<file path="src/rtl/rev_conv_pkg.sv">
// ============================================================================
// Module      : rev_conv_pkg
// Description : Shared types and helpers for the MRC-to-binary sequencer.
// Revision    : 1.0 - initial release
// ============================================================================
`default_nettype none

package rev_conv_pkg;

    typedef enum logic [1:0] {
        IDLE = 2'd0,
        MUL  = 2'd1,
        ADD  = 2'd2
    } mrc_state_t;

    // Accumulator width: carry word concatenated above the low word.
    function automatic int unsigned calc_acc_w(input int unsigned op_w,
                                               input int unsigned carry_w);
        return op_w + carry_w;
    endfunction

    // A most-significant digit at or above this value marks a negative number.
    function automatic logic [31:0] mrc_sign_thresh(input logic [31:0] m);
        return (m + 32'd1) >> 1;
    endfunction

endpackage

`default_nettype wire

</file>
<file path="src/rtl/mrc_mac_step.sv">
// ============================================================================
// Module      : mrc_mac_step
// Description : Two-cycle Horner step: registered acc*m, then registered +d.
// Revision    : 1.0 - initial release
// ============================================================================
`default_nettype none

module mrc_mac_step #(
    parameter int ACC_W       = 24,
    parameter int MOD_WIDTH   = 8,
    parameter int DIGIT_WIDTH = 8
) (
    input  logic                   clk,
    input  logic                   rst,
    input  logic                   i_load,
    input  logic [ACC_W-1:0]       i_load_val,
    input  logic                   i_mul,
    input  logic                   i_add,
    input  logic [MOD_WIDTH-1:0]   i_mod,
    input  logic [DIGIT_WIDTH-1:0] i_digit,
    output logic [ACC_W-1:0]       o_sum,
    output logic                   o_ovf
);

    localparam int c_prod_w = ACC_W + MOD_WIDTH;
    localparam int c_sum_w  = ACC_W + 1;

    logic [ACC_W-1:0]    r_acc;
    logic [ACC_W-1:0]    r_prod;
    logic                r_ovf;
    logic [c_prod_w-1:0] w_full;
    logic [c_sum_w-1:0]  w_sum;

    assign w_full = c_prod_w'(r_acc) * c_prod_w'(i_mod);
    assign w_sum  = {1'b0, r_prod} + c_sum_w'(i_digit);
    assign o_sum  = w_sum[ACC_W-1:0];
    assign o_ovf  = r_ovf;

    always_ff @(posedge clk) begin
        if (rst) begin
            r_acc  <= '0;
            r_prod <= '0;
            r_ovf  <= 1'b0;
        end else begin
            if (i_load) begin
                r_acc <= i_load_val;
            end
            if (i_mul) begin
                r_prod <= w_full[ACC_W-1:0];
                if (|w_full[c_prod_w-1:ACC_W]) begin
                    r_ovf <= 1'b1;
                end
            end
            if (i_add) begin
                r_acc <= w_sum[ACC_W-1:0];
                if (w_sum[ACC_W]) begin
                    r_ovf <= 1'b1;
                end
            end
        end
    end

endmodule

`default_nettype wire

</file>
<file path="src/rtl/rev_conv_mrc_seq.sv">
// ============================================================================
// Module      : rev_conv_mrc_seq
// Description : Sequential MRC-to-binary converter feeding the 3-input adder.
// Revision    : 1.0 - initial release
// ============================================================================
`default_nettype none

module rev_conv_mrc_seq
    import rev_conv_pkg::*;
#(
    parameter int                            NUM_DIGITS  = 4,
    parameter int                            DIGIT_WIDTH = 8,
    parameter int                            MOD_WIDTH   = 8,
    parameter logic [NUM_DIGITS*MOD_WIDTH-1:0] MODULI    = {8'd11, 8'd7, 8'd5, 8'd3},
    parameter int                            OP_WIDTH    = 16,
    parameter int                            CARRY_WIDTH = 8
) (
    input  logic                              clk,
    input  logic                              reset,
    input  logic                              in_valid,
    output logic                              in_ready,
    input  logic [NUM_DIGITS*DIGIT_WIDTH-1:0] in_digits,
    output logic                              out_valid,
    output logic [CARRY_WIDTH-1:0]            carry_out,
    output logic [OP_WIDTH-1:0]               b_out,
    output logic                              enable_bin,
    output logic                              ovf,
    output logic                              busy
);

    localparam int ACC_W     = calc_acc_w(OP_WIDTH, CARRY_WIDTH);
    localparam int c_k_w     = (NUM_DIGITS > 2) ? $clog2(NUM_DIGITS - 1) : 1;
    localparam logic [c_k_w-1:0] c_k_start = c_k_w'(NUM_DIGITS - 2);
    localparam logic [31:0] c_msd_thresh =
        mrc_sign_thresh(32'(MODULI[(NUM_DIGITS-1)*MOD_WIDTH +: MOD_WIDTH]));

    mrc_state_t                        r_state;
    mrc_state_t                        w_state_nxt;
    logic [c_k_w-1:0]                  r_k;
    logic [NUM_DIGITS*DIGIT_WIDTH-1:0] r_digits;
    logic                              r_neg;
    logic                              r_out_valid;
    logic [CARRY_WIDTH-1:0]            r_carry;
    logic [OP_WIDTH-1:0]               r_b;
    logic                              r_enable_bin;

    logic                   w_accept;
    logic                   w_mul;
    logic                   w_add;
    logic [DIGIT_WIDTH-1:0] w_msd;
    logic [MOD_WIDTH-1:0]   w_mod;
    logic [DIGIT_WIDTH-1:0] w_digit;
    logic [ACC_W-1:0]       w_sum;
    logic                   w_ovf;

    assign in_ready   = (r_state == IDLE);
    assign busy       = (r_state != IDLE);
    assign w_accept   = in_valid & in_ready;
    assign w_msd      = in_digits[(NUM_DIGITS-1)*DIGIT_WIDTH +: DIGIT_WIDTH];
    assign w_mod      = MODULI[r_k*MOD_WIDTH +: MOD_WIDTH];
    assign w_digit    = r_digits[r_k*DIGIT_WIDTH +: DIGIT_WIDTH];
    assign out_valid  = r_out_valid;
    assign carry_out  = r_carry;
    assign b_out      = r_b;
    assign enable_bin = r_enable_bin;
    assign ovf        = w_ovf;

    always_comb begin
        w_state_nxt = r_state;
        w_mul       = 1'b0;
        w_add       = 1'b0;
        case (r_state)
            IDLE: begin
                if (w_accept) begin
                    w_state_nxt = MUL;
                end
            end
            MUL: begin
                w_mul       = 1'b1;
                w_state_nxt = ADD;
            end
            ADD: begin
                w_add       = 1'b1;
                w_state_nxt = (r_k == '0) ? IDLE : MUL;
            end
            default: w_state_nxt = IDLE;
        endcase
    end

    always_ff @(posedge clk) begin
        if (reset) begin
            r_state      <= IDLE;
            r_k          <= '0;
            r_digits     <= '0;
            r_neg        <= 1'b0;
            r_out_valid  <= 1'b0;
            r_carry      <= '0;
            r_b          <= '0;
            r_enable_bin <= 1'b0;
        end else begin
            r_state     <= w_state_nxt;
            r_out_valid <= 1'b0;
            if (w_accept) begin
                r_digits <= in_digits;
                r_k      <= c_k_start;
                r_neg    <= (32'(w_msd) >= c_msd_thresh);
            end
            // The final ADD publishes the sum being written into the accumulator.
            if (w_add) begin
                if (r_k == '0) begin
                    r_out_valid  <= 1'b1;
                    r_carry      <= w_sum[ACC_W-1:OP_WIDTH];
                    r_b          <= w_sum[OP_WIDTH-1:0];
                    r_enable_bin <= r_neg;
                end else begin
                    r_k <= r_k - 1'b1;
                end
            end
        end
    end

    mrc_mac_step #(
        .ACC_W       (ACC_W),
        .MOD_WIDTH   (MOD_WIDTH),
        .DIGIT_WIDTH (DIGIT_WIDTH)
    ) u_mac (
        .clk        (clk),
        .rst        (reset),
        .i_load     (w_accept),
        .i_load_val (ACC_W'(w_msd)),
        .i_mul      (w_mul),
        .i_add      (w_add),
        .i_mod      (w_mod),
        .i_digit    (w_digit),
        .o_sum      (w_sum),
        .o_ovf      (w_ovf)
    );

endmodule

`default_nettype wire

</file>
<file path="config.mk">
export PLATFORM = sky130hd
export DESIGN_NAME = rev_conv_mrc_seq
export DESIGN_NICKNAME = d
export VERILOG_FILES = /design/src/rtl/rev_conv_pkg.sv /design/src/rtl/mrc_mac_step.sv /design/src/rtl/rev_conv_mrc_seq.sv
export SDC_FILE = /design/constraint.sdc
export NUM_CORES = 1
export LEC_CHECK = 0
export CAP_MARGIN = 15
export CORE_MARGIN = 4
export CORE_UTILIZATION = 45
export CTS_BUF_LIST = sky130_fd_sc_hd__clkbuf_8
export DETAILED_ROUTE_END_ITERATION = 8
export DONT_BUFFER_PORTS = 1
export PLACE_DENSITY = 0.64
export SYNTH_ARGS = -nofsm -noshare
export SYNTH_HDL_FRONTEND = slang
export SYNTH_SLANG_ARGS = --single-unit
</file>
<file path="constraint.sdc">
create_clock -name clk -period 7.1 [get_ports clk]
set_input_delay 0.71 -clock clk [delete_from_list [all_inputs] [get_ports clk]]
set_output_delay 0.71 -clock clk [all_outputs]
set_load 0.01 [all_outputs]
</file>
Word level (Yosys, flattened, before mapping)
Cells that the tools add are included.

storage, ports and cells
  flip-flop bits (word level) = 112
  input bits = 35
  output and inout bits = 29
  logic and storage cells = 44

operators by class
  add/sub/neg operators = 2
  multiply operators = 1
  order comparisons = 1
  eq/ne operators = 3
  shifts and indexed selects = 2
  muxes and demuxes = 15
  bitwise gates (word level) = 2
  reductions and logical operators = 7

operators with widths
  operator                                                            number
  two-way mux 24 bit                                                  2
  multiplier 24 x 8 -> 32 bit                                         1
  variable part select 32 x 6 -> 8 bit                                1
  variable part select 32 x 6 -> 8 bit (first input constant)         1
  adder 24 x 8 -> 25 bit                                              1
  greater-or-equal comparator 8 x 3 -> 1 bit (second input constant)  1
  two-way mux 1 bit                                                   8
  two-way mux 2 bit                                                   4
  OR reduction 8 bit                                                  1
  case mux 2 bit (3 select lines)                                     1
  zero test 2 bit                                                     2
  nonzero test 2 bit                                                  2
  == test 2 x 1 -> 1 bit (second input constant)                      1
  == test 2 bit (second input constant)                               1
  != test 2 x 1 -> 1 bit (second input constant)                      1
  AND reduction 2 bit                                                 1
  OR reduction 2 bit                                                  1
  subtractor 2 x 1 -> 2 bit (second input constant)                   1
  bitwise AND 1 bit                                                   1
  NOT 1 bit                                                           1

Depth between registers and ports, before layout
  depth in word-level cells = 7
  gate-level depth with buffers = 22
  depth with buffers taken out = 20

Hierarchy
A second synthesis with hierarchy kept.

second synthesis, totals
  cell total of the unflattened synthesis = 1342
  area, all modules = 11673.7 um^2

modules (own cells, without submodules)
  module            times used  cells each  area an instance (um^2)  seq. area each (um^2)
  mrc_mac_step      1           1048        8974.9                   980.9
  rev_conv_mrc_seq  1           294         2698.8                   1261.2

Least setup slack after synthesis
Ideal clock, no wire load.

  path type = register -> register
  start point = reg r_k[0]
  end point = reg u_mac.r_prod[21]
  library setup time = 0.088 ns
  arrival = 5.198 ns
  data required time = 7.012 ns
  slack = 1.813 ns
  stages on the path, launching flop included = 23
  path buffers = 2
  period minus slack after synthesis = 5.287 ns
  path through = dfxtp_1 > clkbuf_1 > inv_1 > ha_1 > clkbuf_1 > and2_1 > ha_1 > inv_1 > fa_1 > inv_1 > ha_1 > inv_1 > fa_1 > inv_1 > ha_1 > nand2b_1 > a21oi_1 > or3_4 > a221oi_4 > o21bai_4 > a2111oi_4 > o21ai_1 > a311oi_2

between the ends
  longest elaborated chain between the ends = 2

RTL lines
  item                                  line                     RTL
  from (decl)                           rev_conv_mrc_seq.sv:39   logic [c_k_w-1:0] r_k;
  from (signal assigned)                rev_conv_mrc_seq.sv:105  r_k <= c_k_start;
  from (signal assigned)                rev_conv_mrc_seq.sv:116  r_k <= r_k - 1'b1;
  variable part select 32 x 6 -> 8 bit  rev_conv_mrc_seq.sv:60   assign w_mod = MODULI[r_k*MOD_WIDTH +: MOD_WIDTH];
  multiplier 24 x 8 -> 32 bit           mrc_mac_step.sv:34       assign w_full = c_prod_w'(r_acc) * c_prod_w'(i_mod);
  to (signal assigned)                  mrc_mac_step.sv:49       r_prod <= w_full[ACC_W-1:0];
  to (decl)                             mrc_mac_step.sv:29       logic [ACC_W-1:0] r_prod;

Every way passes these cells.
A chain may end at the register's enable or synchronous reset.

Worst setup path after layout
  start point = reg r_k[0]
  end point = reg u_mac.r_ovf, in the netlist u_mac.o_ovf

between the ends
  longest elaborated chain between the ends = 7
  elaborated cells on any way between the ends = 9
  classes of those cells = add/sub (1); mul (1); shift (2); mux (4); reduce/logical (1)

RTL lines
  item                                  line                    RTL
  variable part select 32 x 6 -> 8 bit  rev_conv_mrc_seq.sv:60
  multiplier 24 x 8 -> 32 bit           mrc_mac_step.sv:34
  OR reduction 8 bit                    mrc_mac_step.sv:50      if (|w_full[c_prod_w-1:ACC_W]) begin
  two-way mux 1 bit                     mrc_mac_step.sv:50
  two-way mux 1 bit                     mrc_mac_step.sv:48      if (i_mul) begin
  two-way mux 1 bit                     mrc_mac_step.sv:56      if (w_sum[ACC_W]) begin
  two-way mux 1 bit (*)                 mrc_mac_step.sv:54      if (i_add) begin
  to (signal assigned)                  mrc_mac_step.sv:43      r_ovf <= 1'b0;
  to (signal assigned)                  mrc_mac_step.sv:51      r_ovf <= 1'b1;
  to (signal assigned)                  mrc_mac_step.sv:57      r_ovf <= 1'b1;
  to (decl)                             mrc_mac_step.sv:30      logic r_ovf;

Every way passes the cells marked *; elsewhere a longest branch is shown, timed or not.

==> impl_metrics.tcl <==
set metrics [dict create \
    status "completed" \
    place_hpwl_mm 15.0 \
    max_freq_mhz 172 \
    gp_congestion 0.831 \
    synth-edff-count 0 \
    synth.most_common_cell "inv_1" \
    areaGrowthSynthToFinish_pct 4.37 \
    finalSetupTns_ns 0 \
    grt_max_degree 101 \
    fin_skew_ns 0.0131 \
    nNetsFinal 1194 \
    async_flop_share_pct 0 \
    clock_path_buffers 2 \
    grt_usage_pct 18.0 \
    setup_viol 0 \
    ir_worst_vdd_mv 0.101 \
    power.leakage_nw 3.87 \
    die-area_sq_um 21100 \
    avgSynthCellArea_sq_um 8.11 \
    yosys.area.top_type "dfxtp_1" \
    row_count 49 \
    top_level_ports 64 \
    synth_area_leaders "dfxtp_1, ha_1, fa_1" \
    numClockSinks 112 \
    grt_pass1_vias 6260 \
    cts-htree-levels 3 \
    cts_tree "yes" \
    wl_per_cell_um 15.1 \
    ys.flop_type "dfxtp_1" \
    grt-ovfl-total 0 \
    critPathKind "reg2reg" \
    drtIter0Drc 295 \
    core_area_sq_um 18200 \
    cts_root_buf "clkbuf_8" \
    antenna_cells 0 \
    die_y_um 145 \
    synth.net_count 1217 \
    viasPerCell 5.20 \
    powerDensity_nw_per_um2 137 \
    insertion_delay_ns 0.39 \
    hold_path.class "in2reg" \
    drtPass1Iterations 5 \
    cts_hold_buf 0 \
    cts-resized-gates 0 \
    synth_cells 1045 \
    synth_warnings 0 \
    max-slew-margin-rel_pct 28.0 \
    ys_seq_area_share_pct 26.5 \
    wirelength_mm 19.0 \
    fin_crit_sh_pct 82.0 \
    vias 6531 \
    layout-drive-gt1-share_pct 3.99 \
    die_x_um 145 \
    portBuffers 0 \
    start_kind "register" \
    grt_antenna_before_repair 0 \
    cp_max_fo 24 \
    hold_viol 0 \
    initial_core_util_pct 46.5 \
    arrival_ns 6.12 \
    period_minus_slack_ns 5.82 \
    synth_top_area_share_pct 26.5 \
    place_area_sq_um 8630 \
    synth_cell_types 59 \
    fin_area_sq_um 8840 \
    worstMarginPinSlew_ns 1.08 \
    synth_common_cells "inv_1, nand2_1, dfxtp_1" \
    drv_slew 0 \
    grt_pass1_wl_mm 31.5 \
    postCtsSetupBuffers 0 \
    required_ns 7.39 \
    ys_ff_latch 112 \
    fillCellCount 1823 \
    cts.clk_slew.worst_paths_ns 0.11 \
    rsz0062_at_grt "false" \
    drc 0 \
    synth_area_sq_um 8470 \
    postRouteAntennaNets 0 \
    placedCellCount 1239 \
    fin_cells 1256 \
    cts_buffers 9 \
    end_kind "register" \
    max-cap-violations 0 \
]
sequential cells by signal, summed over array words and instances (netlist names):
name,count
r_neg,1
r_digits,32
u_mac.r_prod,24
u_mac.o_ovf,1
r_k,2
out_valid,1
carry_out,8
u_mac.r_acc,24
enable_bin,1
b_out,16
r_state,2
worst paths after layout:
path,slack (ns),startpoint,depth (start not counted),to
setup / recovery,1.28,r_k[0],20,u_mac.o_ovf
hold / removal,0.39,reset,1,u_mac.r_prod[9]
setup reg to reg,1.28,r_k[0],20,u_mac.o_ovf
hold reg to reg,0.46,r_digits[22],2,r_digits[22]
layout make-up:
type	count	area, sq um	share of cell area, %
Clock inverter	7	75.1	0.849
Sequential cell	112	2240	25.4
Multi-Input combinational cell	720	5410	61.2
Tap cell	229	287	3.24
Clock buffer	9	124	1.40
Inverter	172	646	7.30
Timing Repair Buffer	7	56.3	0.637
cells in the final DEF (no fill, tap or decap), types with 9 or more instances in the layout:
cell      count
xor2_1        9
and2_1       53
inv_1       172
nor3_1        9
a211oi_1     21
xnor2_1      27
clkbuf_8      9
fa_1         46
a21oi_1      86
o21ai_0      34
nor2b_1      10
nand3_1      16
nand2b_1     24
dfxtp_1     112
nor2_1       48
nand2_1     163
a31oi_1       9
ha_1         91
report_power, final:
group	switching (W)	total, W	internal, W
logic	0.0000958	0.000155	0.0000594
clock network	0.000242	0.000381	0.000139
registers	0.0000240	0.000677	0.000653
total	0.000362	0.00121	0.000851
through the flow:
stage / total power [W] / hold slack (ns) / setup WS, ns / util [%]
after floorplan: 0.000811 / 0.432 / 1.81 / -
after global placement: 0.000845 / 0.438 / 1.40 / 47.4
after detailed placement: 0.000848 / 0.442 / 1.24 / 47.4
after CTS: 0.00123 / 0.373 / 1.24 / 48.5
after global routing: 0.00127 / 0.376 / 0.752 / 48.6
final: 0.00121 / 0.394 / 1.28 / 48.6
worst max-delay path: stages (launching register included):
cell	delay, ns
dfxtp_1	0.78
inv_1	0.16
ha_1	0.77
and2_1	0.22
ha_1	0.14
inv_1	0.05
fa_1	0.50
inv_1	0.04
ha_1	0.27
inv_1	0.05
fa_1	0.53
inv_1	0.04
ha_1	0.36
a21o_1	0.22
a221o_1	0.37
a2bb2oi_1	0.12
o21ai_0	0.17
a21boi_1	0.34
o2111a_1	0.24
o22ai_1	0.08
a211o_1	0.27
kinds of logic after synthesis:
logic type      synth area share [%]
fa+ha+maj                       24.3
buf+inv                         9.65
mux                             2.25
flops                           26.5
xor+xnor                        3.72
simple gates                    19.1
compound gates                  14.5
per-layer routing:
metal | global-route usage, % | share of wire [%]
met1 | 22.0 | 44
met4 | 5.22 | 2.7
met2 | 32.6 | 51
met5 | 0 | 0
met3 | 3.09 | 2.6
(Power assumes the default switching activity.)
